`config.mk`:
```
export PLATFORM = sky130hd
export DESIGN_NAME = muldiv_unit_flat
export DESIGN_NICKNAME = d
export VERILOG_FILES = /design/src/rtl/muldiv_pkg.sv /design/src/rtl/muldiv_if.sv /design/src/rtl/muldiv_step.sv /design/src/rtl/muldiv_unit.sv /design/src/flat_wrapper.sv
export SDC_FILE = /design/constraint.sdc
export NUM_CORES = 1
export LEC_CHECK = 0
export ABC_AREA = 1
export CORE_MARGIN = 3
export CORE_UTILIZATION = 53
export DETAILED_ROUTE_END_ITERATION = 6
export PLACE_DENSITY_LB_ADDON = 0.1
export SETUP_SLACK_MARGIN = 0.4
export SYNTH_ARGS = -nofsm -noshare
export SYNTH_HDL_FRONTEND = slang
export SYNTH_HIERARCHICAL = 1
export SYNTH_SLANG_ARGS = --single-unit
```
`constraint.sdc`:
```
create_clock -name clk -period 7.34 [get_ports clk]
set_input_delay 2.202 -clock clk [delete_from_list [all_inputs] [get_ports clk]]
set_output_delay 2.202 -clock clk [all_outputs]
set_load 0.05 [all_outputs]
```
`src/rtl/muldiv_pkg.sv`:
```
// Shared definitions for the iterative multiply/divide unit: ALU op codes
// served by the unit and the controller state encoding.
package muldiv_pkg;

  localparam int unsigned OP_W = 4;

  localparam logic [OP_W-1:0] ALU_MUL  = 4'b0101;
  localparam logic [OP_W-1:0] ALU_DIV  = 4'b0110;
  localparam logic [OP_W-1:0] ALU_MULS = 4'b1101;
  localparam logic [OP_W-1:0] ALU_DIVS = 4'b1110;

  typedef enum logic [1:0] {
    IDLE,
    MUL,
    DIV,
    DONE
  } muldiv_state_t;

endpackage

```
`src/rtl/muldiv_if.sv`:
```
// Request/response bundle between the execute stage and muldiv_unit.
//   start, alu_decode, rda, rdx : request (pipeline -> unit)
//   busy, done                  : handshake status (unit -> pipeline)
//   hi, lo, remain              : result registers (unit -> pipeline)
interface muldiv_if #(
  parameter int unsigned WIDTH = 32
) ();

  logic             start;
  logic [3:0]       alu_decode;
  logic [WIDTH-1:0] rda;
  logic [WIDTH-1:0] rdx;
  logic             busy;
  logic             done;
  logic [WIDTH-1:0] hi;
  logic [WIDTH-1:0] lo;
  logic [WIDTH-1:0] remain;

  // Requester side (execute stage).
  modport master (
    output start, alu_decode, rda, rdx,
    input  busy, done, hi, lo, remain
  );

  // Responder side (muldiv_unit).
  modport slave (
    input  start, alu_decode, rda, rdx,
    output busy, done, hi, lo, remain
  );

endinterface

```
`src/rtl/muldiv_step.sv`:
```
// One iteration of the shared multiply/divide datapath (combinational).
//   div_mode_i : 0 = shift-add multiply step, 1 = restoring divide step
//   acc_i      : MUL {partial product, remaining multiplier bits}
//                DIV {partial remainder, dividend/quotient bits}
//   opnd_i     : multiplicand (MUL) or divisor (DIV)
//   acc_o      : accumulator after this iteration
module muldiv_step #(
  parameter int unsigned WIDTH = 32
) (
  input  logic               div_mode_i,
  input  logic [2*WIDTH-1:0] acc_i,
  input  logic [WIDTH-1:0]   opnd_i,
  output logic [2*WIDTH-1:0] acc_o
);

  logic [WIDTH:0] sum;
  logic [WIDTH:0] trial;
  logic [WIDTH:0] diff;

  always_comb begin
    // Multiply: add multiplicand into the upper half when the current
    // multiplier bit is set, then shift the carry-extended value right.
    sum   = {1'b0, acc_i[2*WIDTH-1:WIDTH]} + (acc_i[0] ? {1'b0, opnd_i} : '0);
    // Divide: shift in the next dividend bit and trial-subtract. Since the
    // partial remainder is always below the divisor, diff[WIDTH] is the borrow.
    trial = acc_i[2*WIDTH-1:WIDTH-1];
    diff  = trial - {1'b0, opnd_i};
    if (div_mode_i) begin
      if (diff[WIDTH]) begin
        acc_o = {acc_i[2*WIDTH-2:0], 1'b0};
      end else begin
        acc_o = {diff[WIDTH-1:0], acc_i[WIDTH-2:0], 1'b1};
      end
    end else begin
      acc_o = {sum, acc_i[WIDTH-1:1]};
    end
  end

endmodule

```
`src/rtl/muldiv_unit.sv`:
```
// Multi-cycle iterative multiply/divide responder with MIPS-style Hi/Lo.
//   clk, rst : clock and asynchronous active-high reset
//   bus      : muldiv_if.slave (start/alu_decode/rda/rdx in;
//              busy/done/hi/lo/remain out, all registered)
// Optional build macro SIGNED_MULDIV_EN adds MULS/DIVS (signed operands run
// through the unsigned engine as magnitudes, signs fixed up on entry to DONE).
module muldiv_unit
  import muldiv_pkg::*;
#(
  parameter int unsigned WIDTH = 32
) (
  input logic    clk,
  input logic    rst,
  muldiv_if.slave bus
);

  localparam int unsigned CNT_W = $clog2(WIDTH);

  muldiv_state_t      state_q, state_d;
  logic [CNT_W-1:0]   cnt_q, cnt_d;
  logic [2*WIDTH-1:0] acc_q, acc_d;
  logic [WIDTH-1:0]   opnd_q, opnd_d;
  logic [WIDTH-1:0]   hi_q, hi_d;
  logic [WIDTH-1:0]   lo_q, lo_d;
  logic [WIDTH-1:0]   remain_q, remain_d;
  logic               busy_q, busy_d;
  logic               done_q, done_d;

  logic               is_mul;
  logic               is_div;
  logic [WIDTH-1:0]   a_mag;
  logic [WIDTH-1:0]   b_mag;
  logic               div_mode;
  logic [2*WIDTH-1:0] step_acc;
  logic [2*WIDTH-1:0] res;

`ifdef SIGNED_MULDIV_EN
  logic               is_sgn;
  logic               neg_q, neg_d;    // product / quotient negative
  logic               rneg_q, rneg_d;  // remainder negative (dividend sign)
`endif

  // Op decode and operand magnitudes presented to the unsigned engine.
  always_comb begin
    is_mul = (bus.alu_decode == ALU_MUL);
    is_div = (bus.alu_decode == ALU_DIV);
    a_mag  = bus.rda;
    b_mag  = bus.rdx;
`ifdef SIGNED_MULDIV_EN
    is_sgn = (bus.alu_decode == ALU_MULS) || (bus.alu_decode == ALU_DIVS);
    if (bus.alu_decode == ALU_MULS) is_mul = 1'b1;
    if (bus.alu_decode == ALU_DIVS) is_div = 1'b1;
    if (is_sgn && bus.rda[WIDTH-1]) a_mag = -bus.rda;
    if (is_sgn && bus.rdx[WIDTH-1]) b_mag = -bus.rdx;
`endif
  end

  assign div_mode = (state_q == DIV);

  muldiv_step #(.WIDTH(WIDTH)) u_step (
    .div_mode_i (div_mode),
    .acc_i      (acc_q),
    .opnd_i     (opnd_q),
    .acc_o      (step_acc)
  );

  // Next-state, iteration and result-load logic.
  always_comb begin
    state_d  = state_q;
    cnt_d    = cnt_q;
    acc_d    = acc_q;
    opnd_d   = opnd_q;
    hi_d     = hi_q;
    lo_d     = lo_q;
    remain_d = remain_q;
    res      = step_acc;
`ifdef SIGNED_MULDIV_EN
    neg_d    = neg_q;
    rneg_d   = rneg_q;
    if (state_q == MUL) begin
      if (neg_q) res = -step_acc;
    end else begin
      if (neg_q)  res[WIDTH-1:0]       = -step_acc[WIDTH-1:0];
      if (rneg_q) res[2*WIDTH-1:WIDTH] = -step_acc[2*WIDTH-1:WIDTH];
    end
`endif

    case (state_q)
      IDLE: begin
        if (bus.start && (is_mul || is_div)) begin
`ifdef SIGNED_MULDIV_EN
          neg_d  = is_sgn && (bus.rda[WIDTH-1] ^ bus.rdx[WIDTH-1]);
          rneg_d = is_sgn && bus.rda[WIDTH-1];
`endif
          if (is_div && (bus.rdx == '0)) begin
            // Divide by zero resolves without iterating.
            hi_d     = bus.rda;
            lo_d     = '1;
            remain_d = bus.rda;
            state_d  = DONE;
          end else begin
            cnt_d = CNT_W'(WIDTH - 1);
            if (is_mul) begin
              acc_d   = {{WIDTH{1'b0}}, b_mag};
              opnd_d  = a_mag;
              state_d = MUL;
            end else begin
              acc_d   = {{WIDTH{1'b0}}, a_mag};
              opnd_d  = b_mag;
              state_d = DIV;
            end
          end
        end
      end
      MUL: begin
        acc_d = step_acc;
        cnt_d = cnt_q - CNT_W'(1);
        if (cnt_q == '0) begin
          hi_d    = res[2*WIDTH-1:WIDTH];
          lo_d    = res[WIDTH-1:0];
          state_d = DONE;
        end
      end
      DIV: begin
        acc_d = step_acc;
        cnt_d = cnt_q - CNT_W'(1);
        if (cnt_q == '0) begin
          hi_d     = res[2*WIDTH-1:WIDTH];
          lo_d     = res[WIDTH-1:0];
          remain_d = res[2*WIDTH-1:WIDTH];
          state_d  = DONE;
        end
      end
      DONE:    state_d = IDLE;
      default: state_d = IDLE;
    endcase

    busy_d = (state_d != IDLE);
    done_d = (state_d == DONE);
  end

  // State and result registers.
  always_ff @(posedge clk or posedge rst) begin
    if (rst) begin
      state_q  <= IDLE;
      cnt_q    <= '0;
      acc_q    <= '0;
      opnd_q   <= '0;
      hi_q     <= '0;
      lo_q     <= '0;
      remain_q <= '0;
      busy_q   <= 1'b0;
      done_q   <= 1'b0;
`ifdef SIGNED_MULDIV_EN
      neg_q    <= 1'b0;
      rneg_q   <= 1'b0;
`endif
    end else begin
      state_q  <= state_d;
      cnt_q    <= cnt_d;
      acc_q    <= acc_d;
      opnd_q   <= opnd_d;
      hi_q     <= hi_d;
      lo_q     <= lo_d;
      remain_q <= remain_d;
      busy_q   <= busy_d;
      done_q   <= done_d;
`ifdef SIGNED_MULDIV_EN
      neg_q    <= neg_d;
      rneg_q   <= rneg_d;
`endif
    end
  end

  assign bus.busy   = busy_q;
  assign bus.done   = done_q;
  assign bus.hi     = hi_q;
  assign bus.lo     = lo_q;
  assign bus.remain = remain_q;

endmodule

```
`src/flat_wrapper.sv`:
```
// flat-port wrapper written by rule: the top's interface ports become plain ports
module muldiv_unit_flat import muldiv_pkg::*;
#(
  parameter int unsigned WIDTH = 32
)
  (clk, rst, bus_start, bus_alu_decode, bus_rda, bus_rdx, bus_busy, bus_done, bus_hi, bus_lo, bus_remain);
  muldiv_if #(.WIDTH(WIDTH)) bus_i ();
  input logic clk;
  input logic rst;
  input wire logic [$bits(bus_i.start)-1:0] bus_start;
  input wire logic [$bits(bus_i.alu_decode)-1:0] bus_alu_decode;
  input wire logic [$bits(bus_i.rda)-1:0] bus_rda;
  input wire logic [$bits(bus_i.rdx)-1:0] bus_rdx;
  output wire logic [$bits(bus_i.busy)-1:0] bus_busy;
  output wire logic [$bits(bus_i.done)-1:0] bus_done;
  output wire logic [$bits(bus_i.hi)-1:0] bus_hi;
  output wire logic [$bits(bus_i.lo)-1:0] bus_lo;
  output wire logic [$bits(bus_i.remain)-1:0] bus_remain;
  assign bus_i.start = bus_start;
  assign bus_i.alu_decode = bus_alu_decode;
  assign bus_i.rda = bus_rda;
  assign bus_i.rdx = bus_rdx;
  assign bus_busy = bus_i.busy;
  assign bus_done = bus_i.done;
  assign bus_hi = bus_i.hi;
  assign bus_lo = bus_i.lo;
  assign bus_remain = bus_i.remain;
  muldiv_unit #(.WIDTH(WIDTH)) u_core (.clk(clk), .rst(rst), .bus(bus_i));
endmodule
```
==> flow_summary.ini, run 1 <==
[critical_path]
end_kind = flip-flop
path_cells = clkdlybuf4s50_1, nor2_4, nand2_2, nand2_1, nand2_1, inv_2, nand3_2, o21ai_0
crit_type = in2reg
slowest_stage = nand3_2
path_depth = 8
r2r_cells = 21
cpMostUsedCell = nand2_1
critical_path.max_stage_delay_ps = 860
path_buf_inv = 2
crit_required_ps = 7730
crit_family = simple AND/OR/NAND/NOR gates
worstPathArrival_ps = 5430
cp_max_fo = 64
worst_setup_path_start_kind = input port

[global_routing]
grt_max_degree = 106
grt_pass1_wl_microns = 93700
grt_pass1_vias = 16900
overflow = 0
track_usage_pct = 35.2
antenna_found_initial = 0

[placed_design]
gp_congestion = 1.00
port_buffers = 168
dp_hpwl_microns = 45700
dp_cells = 3068

[floorplanning]
num_rows = 63
fp.dieW_microns = 182
core_sq_um = 30100
die_h_microns = 182
io_pins = 169
dieArea_sq_um = 33100
initial_utilization_pct = 54.5

[yosys]
ys_seq_area_share_pct = 30.6
avgSynthCellArea_sq_um = 6.29
syn_nets = 2753
yosys_warnings = 6
ys.flop_type = dfrtp_1
yosysTopAreaCell = dfrtp_1
syn_inst = 2611
synth.top_cell.area_share_pct = 30.6
yosys.cell_count.top_type = nand2_1
synthArstFlopShare_pct = 100
syn-cell-area_sq_um = 16400
synth_area_leaders = dfrtp_1 31%, nand2_1 22%, nand3_1 8.2%
ys_seq_elements = 201
yosys-top-cells-count = 967 x nand2_1, 303 x inv_1, 268 x nand3_1
ys_types = 45
synth_edf_count = 0

[min_path]
hold_path_depth = 2
hold_path.class = reg2reg

[routing]
vias = 17900
drcViolationCount = 0
first_iter_violations = 1851
ant_nets = 0
dr.pass1.iters = 6
avgViaCountPerCell = 5.76
wirelength_microns = 59600
wire_per_inst_microns = 19.2

[clocking]
clk_path_buf_depth = 3
cts.sinks = 201
cts_tree = built
clock-root-buffer = clkbuf_16
clk_latency_ps = 520
postCtsSetupRepairBufs = 0
cts_buffers = 23
ctsHoldBuffers = 0
clk_pin_slew_ps = 60
cts_resized = 0
htree_levels = 1

[pwr]
seqPwrFrac_pct = 20.0
switchingPower_mw = 6.09
clkPwrFrac_pct = 11.0
vdd_drop_max_uv = 347
p_int_mw = 4.53
p_leak_nw = 10.1
swShare_pct = 57.4
power_density_nw_per_um2 = 561
combPwrFrac_pct = 69.0

[timing]
relSlewSlack_pct = 23.8
fin_tns_setup_ps = 0
drv_slew = 0
timing.final.crit_share_pct = 68.6
final_hold_viol_count = 0
finalClockSkew_ps = 21.8
rsz0062_at_grt = no
fin_crit_ps = 5040
tightest_slew_ps = 1140
fmax_mhz = 199
setup_viol = 0

[job]
cap_violations = 0

[run_status]
status = completed

[layout]
fillers = 2887
n_antenna_cell = 0
drive_gt1_share_pct = 4.63
multiInputGateArea_sq_um = 9670
fin_util_pct = 62.9
fin_nets = 2845
final_cells = 3109
syn_to_final_growth_pct = 15.4
seq_area_sq_um = 5030
[worst min-delay path: cells and delay by family, from the launching register on]
| family | cells | cell delay, ps |
|---|---|---|
| flip-flops | 1 | 340 |
| AND/OR/NAND/NOR | 2 | 100 |
[power by group through the flow]
stage	Sequential, mW	Clock [mW]	Combinational [mW]
2_1_floorplan	2.77	0	4.48
3_3_place_gp	2.11	0	7.06
3_5_place_dp	2.10	0	7.18
4_1_cts	2.10	1.18	7.22
5_1_grt	2.17	1.23	8.05
6_report	2.12	1.17	7.33
[cell families after synthesis]
kind of cell,after synthesis,synth area share (%)
compound gates,310,10.1
xor+xnor,16,0.854
fa+ha+maj,71,5.50
buf+inv,428,10.7
flops,201,30.6
mux,1,0.0610
simple gates,1584,42.1
[stage by stage]
stage / instance area [sq um] / worst slack [ps] / power, mW / hold WS, ps
finish: 18900 / 2300 / 10.6 / 470
global route: 18900 / 2000 / 11.5 / 492
CTS: 18900 / 2390 / 10.5 / 472
detailed placement: 18200 / 1860 / 9.28 / 458
global placement: 18200 / 2010 / 9.17 / 453
floorplan: 16400 / 2540 / 7.26 / 440
[final timing paths]
kind / slack [ps] / startpoint / endpoint
setup / recovery: 2300 / bus_alu_decode[1] / u_core/opnd_q[24]
hold / removal: 470 / u_core/bus.lo[20] / u_core/bus.lo[20]
setup reg to reg: 3860 / u_core/acc_q[31] / u_core/bus.hi[19]
hold reg to reg: 470 / u_core/bus.lo[20] / u_core/bus.lo[20]
max in group asynchronous: 3970 / rst / u_core/opnd_q[15]
min in group asynchronous: 2240 / rst / u_core/bus.lo[0]
[routing by layer]
| layer | track usage (%) | vias to the layer above | share of wire (%) |
|---|---|---|---|
| li1 | - | 8490 | - |
| met1 | 50.4 | 8324 | 42 |
| met2 | 55.7 | 969 | 45 |
| met3 | 5.95 | 114 | 10 |
| met4 | 8.71 | 0 | 2.8 |
| met5 | 0 | - | 0 |
[registers in the layout, summed over array words and instances (netlist names)]
name	count
u_core/opnd_q	32
u_core/acc_q	64
u_core/cnt_q	5
u_core/bus.done	1
u_core/bus.remain	32
u_core/state_q	2
u_core/bus.busy	1
u_core/bus.hi	32
u_core/bus.lo	32
[layout by cell type (no fill, tap or decap), types with 9 or more instances in the layout]
| master | instances |
|---|---|
| nand3_1 | 266 |
| nor2_1 | 177 |
| clkbuf_16 | 23 |
| nand4_1 | 17 |
| inv_1 | 301 |
| buf_4 | 16 |
| clkdlybuf4s50_1 | 168 |
| nand2_2 | 23 |
| o21ai_0 | 159 |
| dfrtp_1 | 201 |
| nand2_1 | 966 |
| nor3_1 | 10 |
| ha_1 | 67 |
| nand3b_1 | 80 |
| a31oi_1 | 32 |
| a21oi_1 | 97 |
| nand3_2 | 10 |
| o21bai_1 | 9 |
| xnor2_1 | 9 |
[layout make-up]
class,count,area share [%]
repair buffers,185,9.62
multi-input cells,1982,51.0
flip-flops and latches,201,26.6
well taps,390,2.58
clock buffers,31,3.46
inverters,310,6.16
clock inverters,10,0.581
Note: power is estimated with default switching activity, not from simulation.
==> inputs of run 2 (changes only) <==
==> constraint.sdc (replaced) <==
create_clock -name clk -period 4.1 [get_ports clk]
set_input_delay 1.23 -clock clk [delete_from_list [all_inputs] [get_ports clk]]
set_output_delay 1.23 -clock clk [all_outputs]
set_load 0.05 [all_outputs]
==> run 2 against run 1 <==
Critical path depth rose by 12. Clock skew up 3.3 ps. Cell count grew 0.35%. Clock-buffer cell count increased by 1. Sequential power is 82% higher. Largest cell class unchanged.
==> flow_summary.ini, run 2 (same netlist as run 1, synthesis figures left out) <==
[run_status]
status = completed

[timing]
drv_slew = 0
timing.final.crit_share_pct = 83.8
fin_crit_ps = 3440
fin_tns_setup_ps = 0
tightest_slew_ps = 842
whs_ps = 470
fmax_mhz = 291
final_hold_viol_count = 0
setup_viol = 0
relSlewSlack_pct = 43.9
rsz0062_at_grt = no
setup_slack_ps = 664
finalClockSkew_ps = 25.0

[layout]
fillers = 2809
fin_nets = 2856
n_antenna_cell = 0
drive_gt1_share_pct = 5.09
seq_area_sq_um = 5030
final_area_sq_um = 19100
syn_to_final_growth_pct = 16.4
mostFrequentLayoutCells = 966 x nand2_1, 301 x inv_1, 265 x nand3_1, 200 x dfrtp_1, 177 x nor2_1
final_common_cell = nand2_1
multiInputGateArea_sq_um = 9670
largest_reg_flops = 64
top_register = u_core/acc_q

[placed_design]
preCtsSetupSlack_ps = 605
dp_hpwl_microns = 46900
place_area_sq_um = 18400
port_buffers = 168
gp_congestion = 0.970

[routing]
m1WireLength_microns = 24900
dr.pass1.iters = 6
first_iter_violations = 2115
wirelength_microns = 59900
drcViolationCount = 0
avgViaCountPerCell = 5.77
routed.top_layer = met4
vias = 18000
ant_nets = 0
met2_length_microns = 27100
wire_per_inst_microns = 19.2
wl_met3_microns = 6250

[floorplanning]
dieArea_sq_um = 33100
num_rows = 63
fp.dieW_microns = 182
core_sq_um = 30100
initial_utilization_pct = 54.5
io_pins = 169
die_h_microns = 182

[job]
cap_violations = 0

[clocking]
clk_path_buf_depth = 3
cts_tree = built
clk_latency_ps = 520
clk_pin_slew_ps = 60
postCtsSetupRepairBufs = 0
htree_levels = 1
cts_buffers = 23
clock-root-buffer = clkbuf_16
cts.sinks = 201

[global_routing]
grt_pass1_vias = 16900
antenna_found_initial = 0
grt_pass1_wl_microns = 94100
track_usage_pct = 35.5
grt_max_degree = 97
overflow = 0

[critical_path]
crit_required_ps = 4540
end_kind = flip-flop
cp_max_fo = 18
crit_type = reg2reg
worstPathArrival_ps = 3880
r2r_setup_slack_ps = 660
worst_setup_path_start_kind = flip-flop

[pwr]
clkPwrFrac_pct = 10.6
vdd_drop_max_uv = 602
combPwrFrac_pct = 69.3
p_int_mw = 8.17
power_density_nw_per_um2 = 1000
seqPwrFrac_pct = 20.1
swShare_pct = 57.3
p_leak_nw = 10.2
switchingPower_mw = 11.0

[min_path]
hold_path.class = reg2reg
run 2: changes by cell type in the layout (fill, tap and decap cells not counted), sizes merged:
cell	change
buf	+11
bufinv	-1
clkbuf	+1
clkinv	-1
clkinvlp	+1
run 2: layout make-up:
| class | instances | area share (%) |
|---|---|---|
| timing repair buffer | 196 | 10.5 |
| clock buffer | 32 | 3.50 |
| multi-input combinational | 1982 | 50.6 |
| inverter | 310 | 6.11 |
| tap | 390 | 2.55 |
| clock inverter | 9 | 0.432 |
| sequential | 201 | 26.3 |
run 2: path summary, 6_finish.rpt:
| kind | start | endpoint | cells after the start |
|---|---|---|---|
| worst max-delay path | u_core/acc_q[31] | u_core/bus.hi[1] | 20 |
| worst min-delay path | u_core/cnt_q[1] | u_core/cnt_q[1] | 2 |
| worst max register to register | u_core/acc_q[31] | u_core/bus.hi[1] | 20 |
| worst min register to register | u_core/cnt_q[1] | u_core/cnt_q[1] | 2 |
| max in group asynchronous | rst | u_core/bus.remain[24] | 3 |
| min in group asynchronous | rst | u_core/bus.lo[27] | 2 |
run 2: metal layers:
metal | GRT usage [%] | vias up
met3 | 7.21 | 124
met5 | 0 | -
li1 | - | 8513
met1 | 49.5 | 8396
met4 | 9.02 | 0
met2 | 56.9 | 979
run 2: repair_timing:
action,4_1_cts,5_1_grt
gates resized for setup,0,2
hold buffers,0,0
setup endpoints to repair,0,2
run 2: per-stage QoR:
step,instances,util [%],total power [mW]
2_1_floorplan,2611,-,13.0
3_3_place_gp,3079,61.0,16.6
3_5_place_dp,3079,61.0,16.8
4_1_cts,3120,63.5,18.9
5_1_grt,3120,63.5,20.6
6_report,3120,63.5,19.2
run 2: power by group through the flow:
| stage | clock network (mW) | logic, mW | registers (mW) |
|---|---|---|---|
| after global placement | 0 | 12.8 | 3.81 |
| final | 2.04 | 13.3 | 3.85 |
| after floorplan | 0 | 8.02 | 4.97 |
| after global routing | 2.13 | 14.5 | 3.95 |
| after detailed placement | 0 | 13.0 | 3.82 |
| after CTS | 2.05 | 13.1 | 3.82 |
run 2: worst max-delay path, cell delays in order, from the launching register on:
cell and delay [ps]:
dfrtp_1 360, inv_1 130, ha_1 280, fa_1 420, inv_1 120, nand2_1 60, nand2_1 90, nand3_1 90
nand2_2 130, nand2_2 60, nand2_2 90, nand2_4 90, nand3_4 230, nand2_8 180, nand2_1 100, nand3_1 130
nand2_1 230, nand2_1 150, o21ai_0 160, nand3_1 120, nand2_1 110
